--- src/rtl/imm_encode.sv ---
`default_nettype none
// +------------------------------------------------------------------------+
// | Module  : imm_encode                                                   |
// | Brief   : Packs a signed immediate into RISC-V instruction[31:7] for   |
// |           I/S/B/J formats, flags range/alignment errors, and holds     |
// |           the result in a one-entry valid/ready output register.       |
// |           Optional feature macro: IMM_ENCODE_ERRCNT_EN (adds err_cnt). |
// | Rev     : 1.0  initial release                                         |
// +------------------------------------------------------------------------+
module imm_encode #(
  parameter int OUT_WIDTH = 25,
  parameter int IN_WIDTH  = 32
) (
  input  logic                 clk,
  input  logic                 rst_n,
  input  logic                 in_valid,
  output logic                 in_ready,
  input  logic [IN_WIDTH-1:0]  imm_in,
  input  logic [1:0]           imm_src,
  input  logic [OUT_WIDTH-1:0] base_in,
  output logic                 out_valid,
  input  logic                 out_ready,
  output logic [OUT_WIDTH-1:0] instr_out,
  output logic                 out_err,
  input  logic                 err_clr,
  output logic [7:0]           err_cnt
);

  // Format encodings of imm_src
  localparam logic [1:0] C_SRC_I = 2'b00;
  localparam logic [1:0] C_SRC_S = 2'b01;
  localparam logic [1:0] C_SRC_B = 2'b10;
  localparam logic [1:0] C_SRC_J = 2'b11;

  typedef enum logic {
    ST_EMPTY = 1'b0,
    ST_FULL  = 1'b1
  } state_t;

  state_t                 r_state;
  logic                   r_out_valid;
  logic [OUT_WIDTH-1:0]   r_instr;
  logic                   r_err;

  logic                   w_accept;
  logic [OUT_WIDTH-1:0]   w_packed;
  logic                   w_err;

  // Sign-extension field above each format's top immediate bit: in range
  // only when every bit of it equals the sign bit.
  logic [IN_WIDTH-12:0]   w_hi_is;  // imm[IN_WIDTH-1:11]
  logic [IN_WIDTH-13:0]   w_hi_b;   // imm[IN_WIDTH-1:12]
  logic [IN_WIDTH-21:0]   w_hi_j;   // imm[IN_WIDTH-1:20]
  logic                   w_ok_is;
  logic                   w_ok_b;
  logic                   w_ok_j;

  assign w_hi_is = imm_in[IN_WIDTH-1:11];
  assign w_hi_b  = imm_in[IN_WIDTH-1:12];
  assign w_hi_j  = imm_in[IN_WIDTH-1:20];
  assign w_ok_is = (&w_hi_is) | ~(|w_hi_is);
  assign w_ok_b  = (&w_hi_b)  | ~(|w_hi_b);
  assign w_ok_j  = (&w_hi_j)  | ~(|w_hi_j);

  assign out_valid = r_out_valid;
  assign instr_out = r_instr;
  assign out_err   = r_err;

  // A held result can drain and be replaced in the same cycle
  assign in_ready = !r_out_valid || out_ready;
  assign w_accept = in_valid && in_ready;

  // Immediate bit scatter and error detection per format
  always_comb begin
    w_packed = '0;
    w_err    = 1'b0;
    case (imm_src)
      C_SRC_I: begin
        w_packed = {imm_in[11:0], base_in[12:0]};
        w_err    = !w_ok_is;
      end
      C_SRC_S: begin
        w_packed = {imm_in[11:5], base_in[17:5], imm_in[4:0]};
        w_err    = !w_ok_is;
      end
      C_SRC_B: begin
        w_packed = {imm_in[12], imm_in[10:5], base_in[17:5], imm_in[4:1], imm_in[11]};
        w_err    = !w_ok_b || imm_in[0];
      end
      C_SRC_J: begin
        w_packed = {imm_in[20], imm_in[10:1], imm_in[11], imm_in[19:12], base_in[4:0]};
        w_err    = !w_ok_j || imm_in[0];
      end
      default: begin
        w_packed = '0;
        w_err    = 1'b0;
      end
    endcase
  end

  // Output register FSM: loads on accept, empties when drained with no new request
  always_ff @(posedge clk or negedge rst_n) begin
    if (!rst_n) begin
      r_state     <= ST_EMPTY;
      r_out_valid <= 1'b0;
      r_instr     <= '0;
      r_err       <= 1'b0;
    end else begin
      case (r_state)
        ST_EMPTY: begin
          if (w_accept) begin
            r_state     <= ST_FULL;
            r_out_valid <= 1'b1;
            r_instr     <= w_packed;
            r_err       <= w_err;
          end
        end
        ST_FULL: begin
          if (w_accept) begin
            r_instr <= w_packed;
            r_err   <= w_err;
          end else if (out_ready) begin
            r_state     <= ST_EMPTY;
            r_out_valid <= 1'b0;
          end
        end
        default: begin
          r_state     <= ST_EMPTY;
          r_out_valid <= 1'b0;
        end
      endcase
    end
  end

`ifdef IMM_ENCODE_ERRCNT_EN
  logic [7:0] r_err_cnt;

  assign err_cnt = r_err_cnt;

  // Saturating count of accepted erroneous requests; clear wins over increment
  always_ff @(posedge clk or negedge rst_n) begin
    if (!rst_n) begin
      r_err_cnt <= 8'd0;
    end else if (err_clr) begin
      r_err_cnt <= 8'd0;
    end else if (w_accept && w_err && (r_err_cnt != 8'hFF)) begin
      r_err_cnt <= r_err_cnt + 8'd1;
    end
  end

  logic w_unused;
  assign w_unused = ^base_in[OUT_WIDTH-1:18];
`else
  assign err_cnt = 8'd0;

  logic w_unused;
  assign w_unused = ^{base_in[OUT_WIDTH-1:18], err_clr};
`endif

endmodule
`default_nettype wire

--- config.mk ---
export PLATFORM = sky130hd
export DESIGN_NAME = imm_encode
export DESIGN_NICKNAME = d
export VERILOG_FILES = /design/src/rtl/imm_encode.sv
export SDC_FILE = /design/constraint.sdc
export NUM_CORES = 1
export LEC_CHECK = 0
export ABC_AREA = 0
export BUFFER_PORTS_ARGS = -buffer_cell sky130_fd_sc_hd__buf_2
export CAP_MARGIN = 20
export CELL_PAD_IN_SITES_DETAIL_PLACEMENT = 1
export CELL_PAD_IN_SITES_GLOBAL_PLACEMENT = 1
export CORE_MARGIN = 2
export CORE_UTILIZATION = 29
export DETAILED_ROUTE_END_ITERATION = 10
export GPL_TIMING_DRIVEN = 0
export PLACE_DENSITY_LB_ADDON = 0.25
export SYNTH_ARGS = -nofsm -noshare
export SYNTH_HDL_FRONTEND = slang
export SYNTH_SLANG_ARGS = --single-unit
--- constraint.sdc ---
create_clock -name clk -period 1.5 [get_ports clk]
set_input_delay 0.3 -clock clk [delete_from_list [all_inputs] [get_ports clk]]
set_output_delay 0.3 -clock clk [all_outputs]
set_load 0.02 [all_outputs]
==> impl_metrics.py <==
metrics = {
    "status": {
        "status": "completed",
    },
    "synth": {
        "synth_xor_area_share_pct": 1.11,
        "synth_top_family_by_area": "multiplexers",
        "yosysWarnings": 0,
        "yosysTopAreaCellShare_pct": 47.7,
        "syn_inst": 149,
        "avgSynthCellArea_um2": 9.86,
        "synth_compound_area_share_pct": 11.5,
        "synth_area_leaders": "dfrtp_1, mux2i_1, nand2_1, buf_4, mux2_1",
        "ys_types": 26,
        "synth-adder-area-share_pct": 0,
        "synth_area_leader_cell": "dfrtp_1",
        "syn_area_um2": 1470,
        "ys_seq_area_share_pct": 47.7,
        "synthMuxAreaShare_pct": 18.4,
        "synth_seq_cells": 28,
        "yosys.area_share.simple_pct": 14.1,
    },
    "final_layout": {
        "fin_nets": 306,
        "antenna_cells": 0,
        "final_cell_mix": "buf_2, dfrtp_1, nand2_1",
        "n_fill_cell": 606,
        "syn2layout_area_growth_pct": 39.2,
        "final_common_cell": "buf_2",
        "drive_gt1_share_pct": 42.7,
        "final_util_pct": 42.4,
        "fin_area_um2": 2040,
        "layoutNonFillerInstCount": 308,
    },
    "setup_path": {
        "regToRegEndpoint": "instr_out[8]",
        "cp.arrival_ps": 1590,
        "rr_worst_depth": 5,
        "critical_path_depth": 6,
        "critPathMaxFanout": 2,
        "endpoint_kind": "register",
        "max_stage_delay_ps": 520,
        "critPathLaunch": "imm_in[25]",
        "critPathRequiredTime_ps": 1660,
        "worst-setup-path-type": "in2reg",
        "worst_r2r_startpoint": "out_valid",
        "crit_chain": "buf_2 > nand4_1 > or3_1 > or4_1 > a21oi_1 > o31ai_1",
        "critical_path.endpoint": "out_err",
        "r2r_slack_ps": 130,
        "path_buf_inv": 1,
        "start_kind": "primary input",
        "crit_family": "simple AND/OR/NAND/NOR gates",
        "cp_slowest_cell": "or4_1",
    },
    "routing": {
        "routed_wl_um": 3830,
        "drtIter0Drc": 21,
        "ant_nets": 0,
        "routedWlPerCell_um": 12.4,
        "remaining_drc_errors": 0,
        "drt_pre_antenna_iters": 4,
        "viasPerCell": 4.51,
        "route.vias.total": 1388,
    },
    "floorplanning": {
        "die_w_um": 75.2,
        "num_io_pins": 100,
        "placementRows": 25,
        "die_area_um2": 5650,
        "start_util_pct": 30.5,
        "coreArea_um2": 4820,
        "die_height_um": 75.2,
    },
    "clock_network": {
        "cts_root_buf": "clkbuf_8",
        "cts_tree": "done",
        "htree_levels": 1,
        "cts_buffers": 3,
        "cts.reportedPaths.clkPinSlew_ps": 90,
        "clkLatencyLatePin_ps": 270,
        "clockBufferDepth": 2,
        "clock-sinks": 28,
        "ctsHoldBuffers": 0,
    },
    "timing": {
        "rsz0062_at_grt": "no",
        "slew_violations": 0,
        "finalHoldViolCount": 0,
        "skew_ps": 3.49,
        "fmax_mhz": 699,
        "post-route-period-util_pct": 95.3,
        "fin_crit_ps": 1430,
        "finalSetupViolations": 0,
        "max_slew_margin_pct": 58.3,
        "worst_pin_slew_ps": 625,
        "setup_tns_ps": 0,
    },
    "place": {
        "io_buffers": 81,
        "place_area_um2": 1990,
        "routabilityCongestion": 0.698,
        "dp_hpwl_um": 3160,
        "place_inst": 304,
    },
    "grt": {
        "grt_max_degree": 29,
        "grt-ovfl-total": 0,
        "antenna_found_initial": 0,
        "grt_pass1_wl_um": 6280,
        "grt_util_all_layers_pct": 14.2,
        "grt_pass1_vias": 1457,
    },
    "power_and_ir_drop": {
        "irDropWorstVdd_v": 0.000331,
        "power_mw": 2.20,
        "cellLeakagePower_nw": 1.08,
        "p_per_area_nw_per_um2": 1080,
    },
    "run": {
        "drv_cap": 0,
    },
    "worst_hold_path": {
        "hold_class": "in2async",
    },
}
-- flip-flops by register name (all words and copies together), names as in the netlist --
| name | cells |
|---|---|
| instr_out | 25 |
| out_err | 1 |
| out_valid | 1 |
| r_state | 1 |
-- metal layers --
metal | vias up | share of wire [%] | routed length [µm] | global-route usage [%]
met1 | 640 | 42 | 1600 | 16.7
met5 | - | 0 | 0 | 0
met4 | 0 | 1.4 | 53 | 5.26
li1 | 691 | - | - | -
met3 | 4 | 6.7 | 256 | 1.20
met2 | 53 | 50 | 1920 | 26.8
-- cell usage after synthesis --
cell type,number
o21bai_1,1
o21bai_2,1
nand3_1,1
nor4_1,3
nand2_1,26
inv_1,3
dfrtp_1,28
clkbuf_1,5
o21ai_1,13
xor2_2,1
buf_4,9
mux2_2,2
buf_2,1
a21oi_1,3
nand2b_1,1
or3_1,1
o211ai_1,1
mux2i_1,18
or4_1,3
nand3b_1,1
nand4_1,5
o21ai_0,11
nor2_1,3
conb_1,1
o31ai_1,1
mux2_1,6
-- power by group --
group	total (mW)	internal, mW	switching (mW)
clock network	0.463	0.235	0.228
registers	0.977	0.904	0.0729
logic	0.759	0.288	0.472
-- worst reg2reg max path, stage by stage (launching register included) --
cell      delay [ps]
dfrtp_1          390
nand2_1           80
nand2_1           90
clkbuf_2         260
clkbuf_2         290
o21ai_0          140
-- logic make-up after synthesis --
family / after synthesis
AOI/OAI and AO/OA: 31
xor gates and xnor gates: 1
buffers and inverters: 18
DFF: 28
muxes: 26
other: 1
and+or+nand+nor: 44
-- through the flow --
stage	setup slack [ps]	hold slack, ps
5_1_grt	6.84	71.1
3_3_place_gp	-228	355
3_5_place_dp	-251	356
6_report	69.9	33.3
2_1_floorplan	-46.6	4.41
4_1_cts	58.3	49.2
-- cell type report --
class	instances	area [µm²]	area share, %
buffer	15	96.3	4.71
clock buffer	4	55.1	2.69
inverter	3	11.3	0.551
multi-input combinational	110	692	33.8
sequential	28	701	34.3
tap	67	83.8	4.10
timing repair buffer	81	405	19.8
-- how the worst min path moves through the flow --
stage	start	end	slack (ps)	depth (start not counted)
after global routing	rst_n	instr_out[15]	70	1
after global placement	rst_n	out_valid	350	1
after floorplan	rst_n	instr_out[0]	4	0
final	rst_n	r_state	30	1
after CTS	rst_n	out_err	50	1
after detailed placement	rst_n	r_state	360	1
-- timing repair --
action	4_1_cts	5_1_grt
buffers inserted	0	0
gates resized for setup	3	0
hold endpoints to repair	0	0
endpoints found under the setup margin	13	0
(Power assumes the default switching activity.)
